$ cat config.mk
export PLATFORM = sky130hd
export DESIGN_NAME = caesar_stream
export DESIGN_NICKNAME = d
export VERILOG_FILES = /design/src/rtl/caesar_pkg.sv /design/src/rtl/caesar_fifo.sv /design/src/rtl/caesar_stream.sv
export SDC_FILE = /design/constraint.sdc
export NUM_CORES = 1
export LEC_CHECK = 0
export BUFFER_PORTS_ARGS = -buffer_cell sky130_fd_sc_hd__buf_2
export CORE_UTILIZATION = 30
export DETAILED_ROUTE_END_ITERATION = 8
export GPL_TIMING_DRIVEN = 0
export PLACE_DENSITY_LB_ADDON = 0.2
export REMOVE_ABC_BUFFERS = 1
export SLEW_MARGIN = 20
export SYNTH_ARGS = -nofsm -noshare
export SYNTH_HDL_FRONTEND = slang
export SYNTH_SLANG_ARGS = --single-unit
$ cat constraint.sdc
create_clock -name CLOCK_50 -period 5.04 [get_ports CLOCK_50]
set_clock_uncertainty 0.15 [all_clocks]
set_input_delay 1.008 -clock CLOCK_50 [delete_from_list [all_inputs] [get_ports CLOCK_50]]
set_output_delay 1.008 -clock CLOCK_50 [all_outputs]
set_load 0.01 [all_outputs]
$ cat src/rtl/caesar_pkg.sv
// caesar_pkg: shared types and modular helpers
// for the streaming Caesar cipher datapath.
package caesar_pkg;

  localparam int ALPHA_DEF = 26;
  localparam int SYM_W     = 5;

  typedef logic [SYM_W-1:0] sym_t;
  typedef logic [SYM_W:0]   wide_t;

  typedef struct packed {
    sym_t sym;
    sym_t key;
  } fifo_entry_t;

  function automatic sym_t mod_add(
    input sym_t  a,
    input sym_t  b,
    input wide_t alpha
  );
    wide_t s;
    s = {1'b0, a} + {1'b0, b};
    if (s >= alpha) s = s - alpha;
    return s[SYM_W-1:0];
  endfunction

  function automatic sym_t mod_sub(
    input sym_t  a,
    input sym_t  b,
    input wide_t alpha
  );
    wide_t d;
    d = {1'b0, a} - {1'b0, b};
    if (d[SYM_W]) d = d + alpha;
    return d[SYM_W-1:0];
  endfunction

  function automatic sym_t key_reduce(
    input sym_t  k,
    input wide_t alpha
  );
    wide_t r;
    r = {1'b0, k};
    if (r >= alpha) r = r - alpha;
    return r[SYM_W-1:0];
  endfunction

endpackage

$ cat src/rtl/caesar_fifo.sv
// caesar_fifo: synchronous FIFO of {symbol, key}
// pairs with occupancy count and full/empty flags.
module caesar_fifo
  import caesar_pkg::*;
#(
  parameter int DEPTH = 4
) (
  input  logic                       clk,
  input  logic                       rst,
  input  logic                       push,
  input  logic                       pop,
  input  fifo_entry_t                wdata,
  output fifo_entry_t                rdata,
  output logic [$clog2(DEPTH+1)-1:0] count,
  output logic                       full,
  output logic                       empty
);

  localparam int PW = $clog2(DEPTH);
  localparam int CW = $clog2(DEPTH+1);

  fifo_entry_t   mem [DEPTH];
  logic [PW-1:0] wr_ptr;
  logic [PW-1:0] rd_ptr;
  logic          do_push;
  logic          do_pop;

  assign full    = (count == CW'(DEPTH));
  assign empty   = (count == '0);
  assign do_push = push && !full;
  assign do_pop  = pop && !empty;
  assign rdata   = empty ? '0 : mem[rd_ptr];

  // pointers and occupancy; pointers wrap naturally
  always_ff @(posedge clk) begin
    if (rst) begin
      wr_ptr <= '0;
      rd_ptr <= '0;
      count  <= '0;
    end else begin
      if (do_push) wr_ptr <= wr_ptr + 1'b1;
      if (do_pop)  rd_ptr <= rd_ptr + 1'b1;
      if (do_push && !do_pop)
        count <= count + 1'b1;
      else if (do_pop && !do_push)
        count <= count - 1'b1;
    end
  end

  // storage array, no reset needed
  always_ff @(posedge clk) begin
    if (!rst && do_push) mem[wr_ptr] <= wdata;
  end

endmodule

$ cat src/rtl/caesar_stream.sv
// caesar_stream: streaming Caesar cipher with
// loadable/rolling key and buffered output.
module caesar_stream
  import caesar_pkg::*;
#(
  parameter int ALPHA = ALPHA_DEF,
  parameter int SYM_W = caesar_pkg::SYM_W,
  parameter int DEPTH = 4
) (
  input  logic                       CLOCK_50,
  input  logic                       rst,
  input  logic                       key_load,
  input  logic [SYM_W-1:0]           key_in,
  input  logic                       encrypt,
  input  logic                       roll_en,
  input  logic                       in_valid,
  output logic                       in_ready,
  input  logic [SYM_W-1:0]           in_sym,
  output logic                       out_valid,
  input  logic                       out_ready,
  output logic [SYM_W-1:0]           out_sym,
  output logic [SYM_W-1:0]           out_key,
  output logic                       err,
  output logic [$clog2(DEPTH+1)-1:0] count,
  output logic [SYM_W-1:0]           key_cur
);

  localparam wide_t ALPHA_W = wide_t'(ALPHA);
  localparam sym_t  KEY_MAX = sym_t'(ALPHA - 1);

  sym_t        key_q;
  sym_t        cipher;
  logic        acc;
  logic        sym_ok;
  logic        push;
  logic        full;
  logic        empty;
  fifo_entry_t wdata;
  fifo_entry_t head;

  assign in_ready  = !full;
  assign acc       = in_valid && in_ready;
  assign sym_ok    = ({1'b0, in_sym} < ALPHA_W);
  assign push      = acc && sym_ok;
  assign cipher    = encrypt ? mod_add(in_sym, key_q, ALPHA_W)
                             : mod_sub(in_sym, key_q, ALPHA_W);
  assign wdata     = '{sym: cipher, key: key_q};
  assign out_valid = !empty;
  assign out_sym   = head.sym;
  assign out_key   = head.key;
  assign key_cur   = key_q;

  // key register: load beats roll; bad symbols never roll
  always_ff @(posedge CLOCK_50) begin
    if (rst)
      key_q <= '0;
    else if (key_load)
      key_q <= key_reduce(key_in, ALPHA_W);
    else if (push && roll_en)
      key_q <= (key_q == KEY_MAX) ? '0 : key_q + 1'b1;
  end

  // one-cycle error pulse for an out-of-range accept
  always_ff @(posedge CLOCK_50) begin
    if (rst) err <= 1'b0;
    else     err <= acc && !sym_ok;
  end

  caesar_fifo #(
    .DEPTH(DEPTH)
  ) u_fifo (
    .clk  (CLOCK_50),
    .rst  (rst),
    .push (push),
    .pop  (out_ready),
    .wdata(wdata),
    .rdata(head),
    .count(count),
    .full (full),
    .empty(empty)
  );

endmodule

==> summary.md, run 1 <==
| Metric | Value |
|---|---|
| Worst-skew pair later-pin latency | 0.30 ns |
| Placeable core area | 9770 µm² |
| Fmax | 0.296 GHz |
| Vias | 1923 |
| Status | complete, no violations |
| Cell taking the most area after synthesis | edfxtp_1 |
| Dpl hpwl | 4240 µm |
| Pleak | 1.28 nW |
| GRT Total Usage | 11.5% |
| # setup viols final | 0 |
| IO Port Bufs | 37 |
| Critical path, cell by cell | buf_2 > ha_1 > fa_1 > xor2_2 > a22oi_1 > o311ai_2 > o211ai_2 > mux2_2 > a21oi_1 |
| Sequential power share | 47.9% |
| Post-synth top cells | edfxtp_1 (40), ha_1 (20), nor2_1 (20), a21oi_1 (18) |
| Vias per inst | 4.57 |
| Pin count of the biggest net entering global routing | 17 |
| Share of post-route cells with drive strength above 1 | 21.9% |
| Nets | 327 |
| Count leader, synth | edfxtp_1 |
| WP data required | 4.97 ns |
| Switch Pwr | 0.394 mW |
| Resize count post-CTS | 0 |
| Die footprint | 10500 µm² |
| Area share of the largest cell type after synthesis | 39.6% |
| Die Width | 103 µm |
| Final instance area | 3410 µm² |
| CTS tree | built |
| First-pass GRT wire length | 9040 µm |
| Max-Cap Viols | 0 |
| Combinational share of power | 33.7% |
| Crit start category | primary input |
| Worst-path clk slew | 0.09 ns |
| Final worst path period need | 3.38 ns |
| Area after DPL | 3330 µm² |
| P_int | 0.840 mW |
| WL/cell | 13.5 µm |
| Area contributors post-synth | edfxtp_1 (40%), dfxtp_1 (9.9%), ha_1 (8.2%) |
| Post-synth top flop | edfxtp_1 |
| #FFs+latches synth | 55 |
| TritonRoute pass-1 iters | 4 |
| Row Count | 36 |
| Routability cong. | 0.765 |
| Worst stage delay on the critical path | 0.43 ns |
| Initial antenna violation count | 0 |
| WS Path Type | in2reg |
| Crit path arrival time | 3.31 ns |
| Setup crit end kind | register |
| Clk sink count | 55 |
| Endpoints failing hold | 0 |
| Max VDD drop | 0.109 mV |
| Slew at the pin with the worst max-slew slack | 0.665 ns |
| DP Worst Slack | 1.35 ns |
| Avg Cell Area, Syn | 12.0 µm² |
| Hold Buf Count CTS | 0 |
| Hold Path Class | reg2reg |
| TritonCTS Buffers | 5 |
| # DRC | 0 |
| Synthesized area | 3030 µm² |
| IO Pins | 38 |
| Setup TNS | 0 ns |
| Switching part of the total | 31.9% |
| Slowest library cell on the worst path | fa_1 |
| Final ANT Viol Nets | 0 |
| Final period utilization | 67.1% |
| Vias in the first global route | 1762 |
| EDFF count, synth | 40 |
| GRT overflow | 0 |
| Crit Path Max Fanout | 4 |
| Clock network power share | 18.4% |
| Die Y | 103 µm |
| Async S/R FF share, synth | 0% |
| Power per cell area | 362 nW/µm² |
| First DRT Iteration DRCs | 51 |
| Sequential fraction of the synthesis area | 49.5% |
| Starting Density | 31.0% |
| Slew headroom | 55.6% |
| Setup bufs post-CTS | 0 |
| Warnings, synthesis | 0 |
| Clock Tree Buf Depth | 2 |
| Slew Viols, Final | 0 |
| RSZ-0062 raised after global routing | false |
| R2r setup slk | 1.96 ns |
| Root Buffer | clkbuf_8 |
| Synth Instances | 253 |
| P&R area growth vs syn | 12.4% |
| Synth unique cells | 48 |
| PnR worst setup slack | 1.66 ns |
| H-tree Lvls | 2 |
| Antenna diode count | 0 |
| Routed WL | 5700 µm |
==> worst max-delay path, delay by kind of cell <==
family	cells	cell delay, ns
AOI/OAI and AO/OA	4	0.95
adders and majority gates	2	0.65
muxes	1	0.38
xor gates and xnor gates	1	0.21
buffers and inverters	1	0.11
==> flip-flops by register name, summed over array words and instances (netlist names), named ones only <==
signal / cells
u_fifo.mem: 40
u_fifo.rd_ptr: 2
u_fifo.wr_ptr: 2
err: 1
key_cur: 5
u_fifo.count: 3
==> through the flow <==
stage                     util, %  cells  power, mW  hold WS, ns
after global placement       34.0    413       1.02        0.347
after floorplan                 -    243      0.886        0.335
after global routing         34.9    421       1.32        0.406
after detailed placement     34.0    413       1.03        0.352
final                        34.9    421       1.23        0.366
after CTS                    34.9    421       1.25        0.368
==> final cells by class <==
cell class                      instances  area [µm²]
Fill cell                             980        6360
Sequential cell                        55        1500
Multi-Input combinational cell        171        1410
Timing Repair Buffer                   37         185
Tap cell                              133         166
Clock buffer                            7        76.3
Inverter                               17        63.8
Clock inverter                          1        7.51
==> worst paths after layout <==
path,startpoint,to,cells past startpoint
worst max-delay path,in_sym[0],u_fifo.mem[1][7],9
worst min-delay path,u_fifo.count[2],u_fifo.count[2],2
worst max register to register,key_cur[0],u_fifo.mem[1][7],8
worst min register to register,u_fifo.count[2],u_fifo.count[2],2
==> cell usage in the layout (no fill, tap or decap), types with 2 or more instances in the layout <==
cell type  Yosys  routed
a211oi_1       3       3
a21o_1         4       4
a21oi_1       18      18
a31oi_1        2       2
and2_1        16      16
buf_2          2      37
clkbuf_1       3       2
clkbuf_8       0       5
dfxtp_1       15      15
edfxtp_1      40      40
fa_1           3       3
ha_1          20      20
inv_1         16      16
mux2_2         3       3
mux2i_1        2       2
mux4_2        10      10
nand2_1        6       6
nand2b_1       4       4
nand3_1        8       8
nor2_1        20      20
nor2b_1        4       4
nor3_1         4       4
o21ai_0       10      10
o21ai_1        2       2
or3_1          2       2
xnor2_1        6       6
xor2_1         6       6
==> power groups by stage <==
| stage | registers [mW] | logic (mW) | clock network (mW) |
|---|---|---|---|
| 5_1_grt | 0.603 | 0.467 | 0.255 |
| 3_3_place_gp | 0.604 | 0.416 | 0 |
| 4_1_cts | 0.595 | 0.423 | 0.235 |
| 2_1_floorplan | 0.593 | 0.292 | 0 |
| 3_5_place_dp | 0.605 | 0.421 | 0 |
| 6_report | 0.591 | 0.416 | 0.227 |
==> per-layer routing <==
metal | part of all wire [%] | up-vias | GRT usage [%]
li1 | - | 980 | -
met1 | 50 | 896 | 15.7
met2 | 44 | 40 | 17.8
met3 | 3.4 | 7 | 2.51
met4 | 2.0 | 0 | 4.29
met5 | 0 | - | 0
==> cells by family (layout without fill, tap and decap cells) <==
group | Yosys count | after routing | synth area share, %
simple gates | 67 | 67 | 11.3
flops | 55 | 55 | 49.5
compound gates | 53 | 53 | 11.8
buf+inv | 27 | 62 | 4.04
fa+ha+maj | 23 | 23 | 10.2
mux | 15 | 15 | 9.20
xor+xnor | 13 | 13 | 4.00
(Power assumes the default switching activity.)
==> run 2, diff against run 1 <==
Clock period 5.04 ns to 2.85 ns, I/O delays scaled along.
==> run 2 against run 1 <==
Hold slack got worse by 0.022 ns. First-iteration DRC count rose by 2.0%. Register-to-register slack got worse by 1.8 ns. Via count rose by 1.3%. Final cell count rose by 0.71%. Count of clock-buffer cells in the layout did not move. Sequential power rose by 78%. Sequential share of layout area fell by 0.43 points. Critical path depth did not move. Critical path type unchanged. Critical endpoint is now u_fifo.count[2]. Largest power group unchanged.
==> summary.md, run 2 (same netlist as run 1, synthesis figures left out) <==
| Metric | Value |
|---|---|
| Status | complete, no violations |
| Final ANT Viol Nets | 0 (unchanged) |
| Met2 WL | 2530 µm (+0.84%) |
| WS Path Type | in2reg |
| R2R Path End | u_fifo.mem[1][7] |
| H-tree Lvls | 2 (unchanged) |
| Slew headroom | 63.7% (+8.1 points) |
| Clock Tree Buf Depth | 2 (unchanged) |
| Clk sink count | 55 (unchanged) |
| Root Buffer | clkbuf_8 |
| Placeable core area | 9770 µm² (unchanged) |
| Final worst path period need | 2.74 ns |
| Final period utilization | 96.2% |
| Share of post-route cells with drive strength above 1 | 25.8% (+3.9 points) |
| Hold Buf Count CTS | 0 (unchanged) |
| Pleak | 1.30 nW (+1.5%) |
| Dpl hpwl | 4240 µm (unchanged) |
| Worst reg-to-reg path cell count | 8 (unchanged) |
| WL/cell | 13.5 µm (about the same) |
| Hold Startpoint | in_valid |
| RR Startpoint | key_cur[0] |
| WP data required | 2.93 ns (-2.04 ns) |
| Critical path, cell by cell | buf_2 > o211ai_1 > and3_1 > ha_1 > inv_1 > fa_1 > xor2_1 > or3_1 > a21oi_1 |
| Power per cell area | 638 nW/µm² (+76%) |
| First DRT Iteration DRCs | 52 (+2.0%) |
| TritonCTS Buffers | 5 (unchanged) |
| Routed WL | 5740 µm (+0.70%) |
| R2r setup slk | 0.13 ns (-1.83 ns) |
| Routability cong. | 0.765 (unchanged) |
| Top layer in use | met4 |
| DR WL met3 | 196 µm (unchanged) |
| IO Pins | 38 (unchanged) |
| Buffer and inverter count on the worst path | 2 (+1) |
| Die Width | 103 µm (unchanged) |
| Slew at the pin with the worst max-slew slack | 0.544 ns (-0.121 ns) |
| GRT overflow | 0 (unchanged) |
| Worst-path clk slew | 0.08 ns (about the same) |
| Metal-1 WL | 2900 µm (+0.66%) |
| GRT Total Usage | 11.6% (+0.10 points) |
| Max VDD drop | 0.197 mV (+80%) |
| Endpoints failing hold | 0 (unchanged) |
| Crit path max-delay family | simple AND/OR/NAND/NOR gates |
| Fin cells | 424 (+0.71%) |
| Worst hold stages | 3 (+1) |
| IO Port Bufs | 37 (unchanged) |
| Hold Path Class | in2reg |
| Crit Path Max Fanout | 8 (+4) |
| Commonest cells after routing, fill and taps aside | edfxtp_1 (40), buf_2 (37), nor2_1 (20), ha_1 (20) |
| Vias in the first global route | 1781 (+1.1%) |
| # DRC | 0 (unchanged) |
| Die footprint | 10500 µm² (unchanged) |
| First-pass GRT wire length | 9120 µm (+0.91%) |
| Vias | 1948 (+1.3%) |
| RSZ-0062 raised after global routing | false |
| Fmax | 0.365 GHz |
| TritonRoute pass-1 iters | 4 (unchanged) |
| Slew Viols, Final | 0 (unchanged) |
| Initial antenna violation count | 0 (unchanged) |
| Final Util | 35.4% (+0.55 points) |
| CTS tree | built |
| Worst-skew pair later-pin latency | 0.30 ns (about the same) |
| Max reg flops | 40 (unchanged) |
| DP Cell Count | 413 (unchanged) |
| Pin count of the biggest net entering global routing | 17 (unchanged) |
| Nets | 330 (+0.92%) |
| Max-Cap Viols | 0 (unchanged) |
| # setup viols final | 0 (unchanged) |
| Biggest register | u_fifo.mem |
| Worst stage delay on the critical path | 0.45 ns (+0.02 ns) |
| Vias per inst | 4.59 (+0.58%) |
| Die Y | 103 µm (unchanged) |
| Antenna diode count | 0 (unchanged) |
| P&R area growth vs syn | 14.2% |
| Setup crit end kind | register |
| Crit path arrival time | 2.83 ns (-0.48 ns) |
| Slowest library cell on the worst path | and3_1 |
| Crit start category | primary input |
| Hold EP | err |
| Most common cell after layout, fill and taps aside | edfxtp_1 |
| Starting Density | 31.0% (unchanged) |
| Row Count | 36 (unchanged) |
[run 2: final cells by class]
type | instances | area [µm²]
flip-flops and latches | 55 | 1510
inverters | 17 | 63.8
clock buffers | 7 | 76.3
multi-input cells | 171 | 1430
repair buffers | 40 | 208
clock inverters | 1 | 7.51
fillers | 976 | 6310
well taps | 133 | 166
[run 2: timing repair]
action	in CTS	in global routing
resized for setup	6	6
setup endpoints to repair	12	20
setup buffers	3	0
pin swaps	1	2
[run 2: per-layer routing]
metal / vias up / GRT usage [%]
met5: - / 0
met4: 0 / 4.29
met3: 7 / 2.51
met2: 40 / 18.1
met1: 914 / 15.7
li1: 987 / -
[run 2: worst min-delay path: stages]
cell	delay, ns
buf_2	0.10
nand2_1	0.05
nor3_1	0.03
[run 2: metrics by stage]
stage                     area, µm²  power, mW  setup slack [ns]  TNS, ns  hold WS, ns
after CTS                      3450       2.24           0.00177        0        0.334
after global placement         3330       1.80            -0.449    -3.63        0.347
after detailed placement       3330       1.81            -0.406    -3.47        0.352
after global routing           3460       2.37           0.00644        0        0.336
final                          3460       2.21             0.107        0        0.344
after floorplan                2980       1.57            0.0299        0        0.335
[run 2: report_power, final]
| part | internal, mW | leakage [nW] | switching, mW | total (mW) |
|---|---|---|---|---|
| registers | 0.952 | 0.492 | 0.0950 | 1.05 |
| logic | 0.379 | 0.769 | 0.385 | 0.764 |
| clock network | 0.174 | 0.0385 | 0.226 | 0.400 |
[run 2: worst max-delay path by stage]
stage / start / end / slack, ns / depth (start not counted)
floorplan: in_sym[0] / u_fifo.mem[0][7] / 0.03 / 8
global placement: in_sym[0] / u_fifo.mem[0][7] / -0.45 / 9
detailed placement: in_sym[0] / u_fifo.mem[0][7] / -0.41 / 9
CTS: key_cur[0] / u_fifo.mem[3][6] / 0.002 / 9
global route: key_cur[0] / u_fifo.mem[1][7] / 0.006 / 8
finish: in_sym[1] / u_fifo.count[2] / 0.11 / 9
==> run 3, diff against run 2 <==
Settings changed: PLACE_DENSITY from default to 0.52, PLACE_DENSITY_LB_ADDON 0.2 to default.
==> run 3 against run 2 <==
Fmax up 0.50%. Hold slack worse by 0.0036 ns. Wire length down 1.4%. Final cell count down 0.47%. Cell area up 0.83%. Non-clock buffer count down 2. Largest cell class unchanged.
==> summary.md, run 3 (same netlist as run 1, synthesis figures left out) <==
| Metric | Value |
|---|---|
| Setup crit end kind | register |
| Biggest register | u_fifo.mem |
| Endpoints failing hold | 0 (unchanged) |
| First-pass GRT wire length | 9300 µm (+2.0%) |
| Nets | 328 (-0.61%) |
| Clk sink count | 55 (unchanged) |
| WS Path Type | reg2reg |
| Pleak | 1.31 nW (+1.1%) |
| Die footprint | 10500 µm² (unchanged) |
| Max-Cap Viols | 0 (unchanged) |
| Fin cells | 422 (-0.47%) |
| Clock Tree Buf Depth | 2 (unchanged) |
| Slowest library cell on the worst path | fa_2 |
| Crit Path Max Fanout | 12 (+4) |
| Slew headroom | 54.4% (-9.3 points) |
| TritonRoute pass-1 iters | 4 (unchanged) |
| Die Width | 103 µm (unchanged) |
| Fmax | 0.366 GHz (+0.50%) |
| IO Port Bufs | 37 (unchanged) |
| WL/cell | 13.4 µm (-0.94%) |
| Crit path arrival time | 2.63 ns (-0.20 ns) |
| Initial antenna violation count | 0 (unchanged) |
| Multi-input logic area | 1430 µm² (about the same) |
| Placeable core area | 9770 µm² (unchanged) |
| Max VDD drop | 0.268 mV (+36%) |
| Row Count | 36 (unchanged) |
| First DRT Iteration DRCs | 69 (+33%) |
| Final Power | 2.35 mW (+6.2%) |
| Vias | 1948 (unchanged) |
| Max reg flops | 40 (unchanged) |
| Slew Viols, Final | 0 (unchanged) |
| Slew at the pin with the worst max-slew slack | 0.682 ns (+0.138 ns) |
| Most common cell after layout, fill and taps aside | edfxtp_1 |
| GRT overflow | 0 (unchanged) |
| Commonest cells after routing, fill and taps aside | edfxtp_1 (40), buf_2 (37), nor2_1 (20), ha_1 (20) |
| DP Worst Slack | -0.412 ns (-0.00632 ns) |
| Worst hold margin | 0.341 ns (-0.00355 ns) |
| Power per cell area | 672 nW/µm² (+5.3%) |
| Antenna diode count | 0 (unchanged) |
| Worst-skew pair later-pin latency | 0.30 ns (about the same) |
| Filler cells | 964 (-1.2%) |
| Status | complete, no violations |
| Final period utilization | 95.8% (-0.48 points) |
| DP Cell Count | 413 (unchanged) |
| Worst-path clk slew | 0.09 ns (about the same) |
| Hold Path Class | in2reg |
| Buffer and inverter count on the worst path | 2 (unchanged) |
| Final Util | 35.7% (+0.29 points) |
| Worst stage delay on the critical path | 0.55 ns (+0.10 ns) |
| P&R area growth vs syn | 15.1% |
| Routed WL | 5660 µm (-1.4%) |
| Crit start category | register |
| Register area | 1510 µm² (about the same) |
| Pin count of the biggest net entering global routing | 17 (unchanged) |
| IO Pins | 38 (unchanged) |
| Crit path max-delay family | compound AO/OA/AOI/OAI gates |
| Root Buffer | clkbuf_8 |
| Setup TNS | 0 ns (unchanged) |
| H-tree Lvls | 2 (unchanged) |
| GRT Total Usage | 11.6% (+0.021 points) |
| PnR worst setup slack | 0.121 ns (+0.0136 ns) |
| Final instance area | 3490 µm² (+0.83%) |
| Critical path, cell by cell | ha_1 > fa_2 > inv_1 > a22oi_2 > o311ai_2 > o211ai_2 > buf_4 > nand3_1 > a31o_2 |
| CTS tree | built |
| Final ANT Viol Nets | 0 (unchanged) |
| RSZ-0062 raised after global routing | false |
| # setup viols final | 0 (unchanged) |
| WP data required | 2.75 ns (-0.18 ns) |
| Final worst path period need | 2.73 ns (-0.0136 ns) |
| Share of post-route cells with drive strength above 1 | 25.6% (-0.17 points) |
| Routability cong. | 0.768 (+0.51%) |
| Area after DPL | 3330 µm² (unchanged) |
| # DRC | 0 (unchanged) |
| Starting Density | 31.0% (unchanged) |
| TritonCTS Buffers | 5 (unchanged) |
| Vias per inst | 4.62 (+0.47%) |
| Dpl hpwl | 4220 µm (-0.49%) |
| Vias in the first global route | 1838 (+3.2%) |
| Die Y | 103 µm (unchanged) |
-- run 3: cell count changes in the layout (fill, tap and decap cells not counted), sizes merged --
cell	previous run	this run
buf	40	38
bufinv	0	1
clkinvlp	1	0
-- run 3: layout make-up --
class                   instances  area share (%)
well taps                     133            4.76
clock buffers                   7            2.79
multi-input cells             171            41.0
clock inverters                 1           0.860
flip-flops and latches         55            43.2
repair buffers                 38            5.52
inverters                      17            1.83
-- run 3: metal layers --
metal | vias to the layer above | share of wire, % | global-route usage [%]
met1 | 920 | 50 | 15.9
met3 | 2 | 3.7 | 2.17
met4 | 0 | 0.71 | 3.63
li1 | 987 | - | -
met5 | - | 0 | 0
met2 | 39 | 46 | 18.6
-- run 3: path summary, 6_finish.rpt --
check                                startpoint  depth (start not counted)  slack, ns               end
worst max register to register       key_cur[0]                          9       0.12  u_fifo.mem[3][8]
worst max-delay path                 key_cur[0]                          9       0.12  u_fifo.mem[3][8]
worst min register to register  u_fifo.count[2]                          2       0.37   u_fifo.count[2]
worst min-delay path                   in_valid                          3       0.34               err
-- run 3: power breakdown --
part / internal [mW] / total, mW / switching (mW)
logic: 0.372 / 0.754 / 0.382
clock network: 0.316 / 0.548 / 0.232
registers: 0.950 / 1.05 / 0.0957
total: 1.64 / 2.35 / 0.710
-- run 3: tightest hold or removal path, delay by kind of cell --
kind	cells	cell delay, ns
buffers and inverters	1	0.10
and+or+nand+nor	2	0.08
-- run 3: what timing repair did --
| action | 4_1_cts | 5_1_grt |
|---|---|---|
| hold buffers | 0 | 0 |
| gates resized for setup | 4 | 8 |
| setup buffers | 1 | 0 |
| pin swaps | 1 | 2 |
| endpoints found under the setup margin | 16 | 17 |
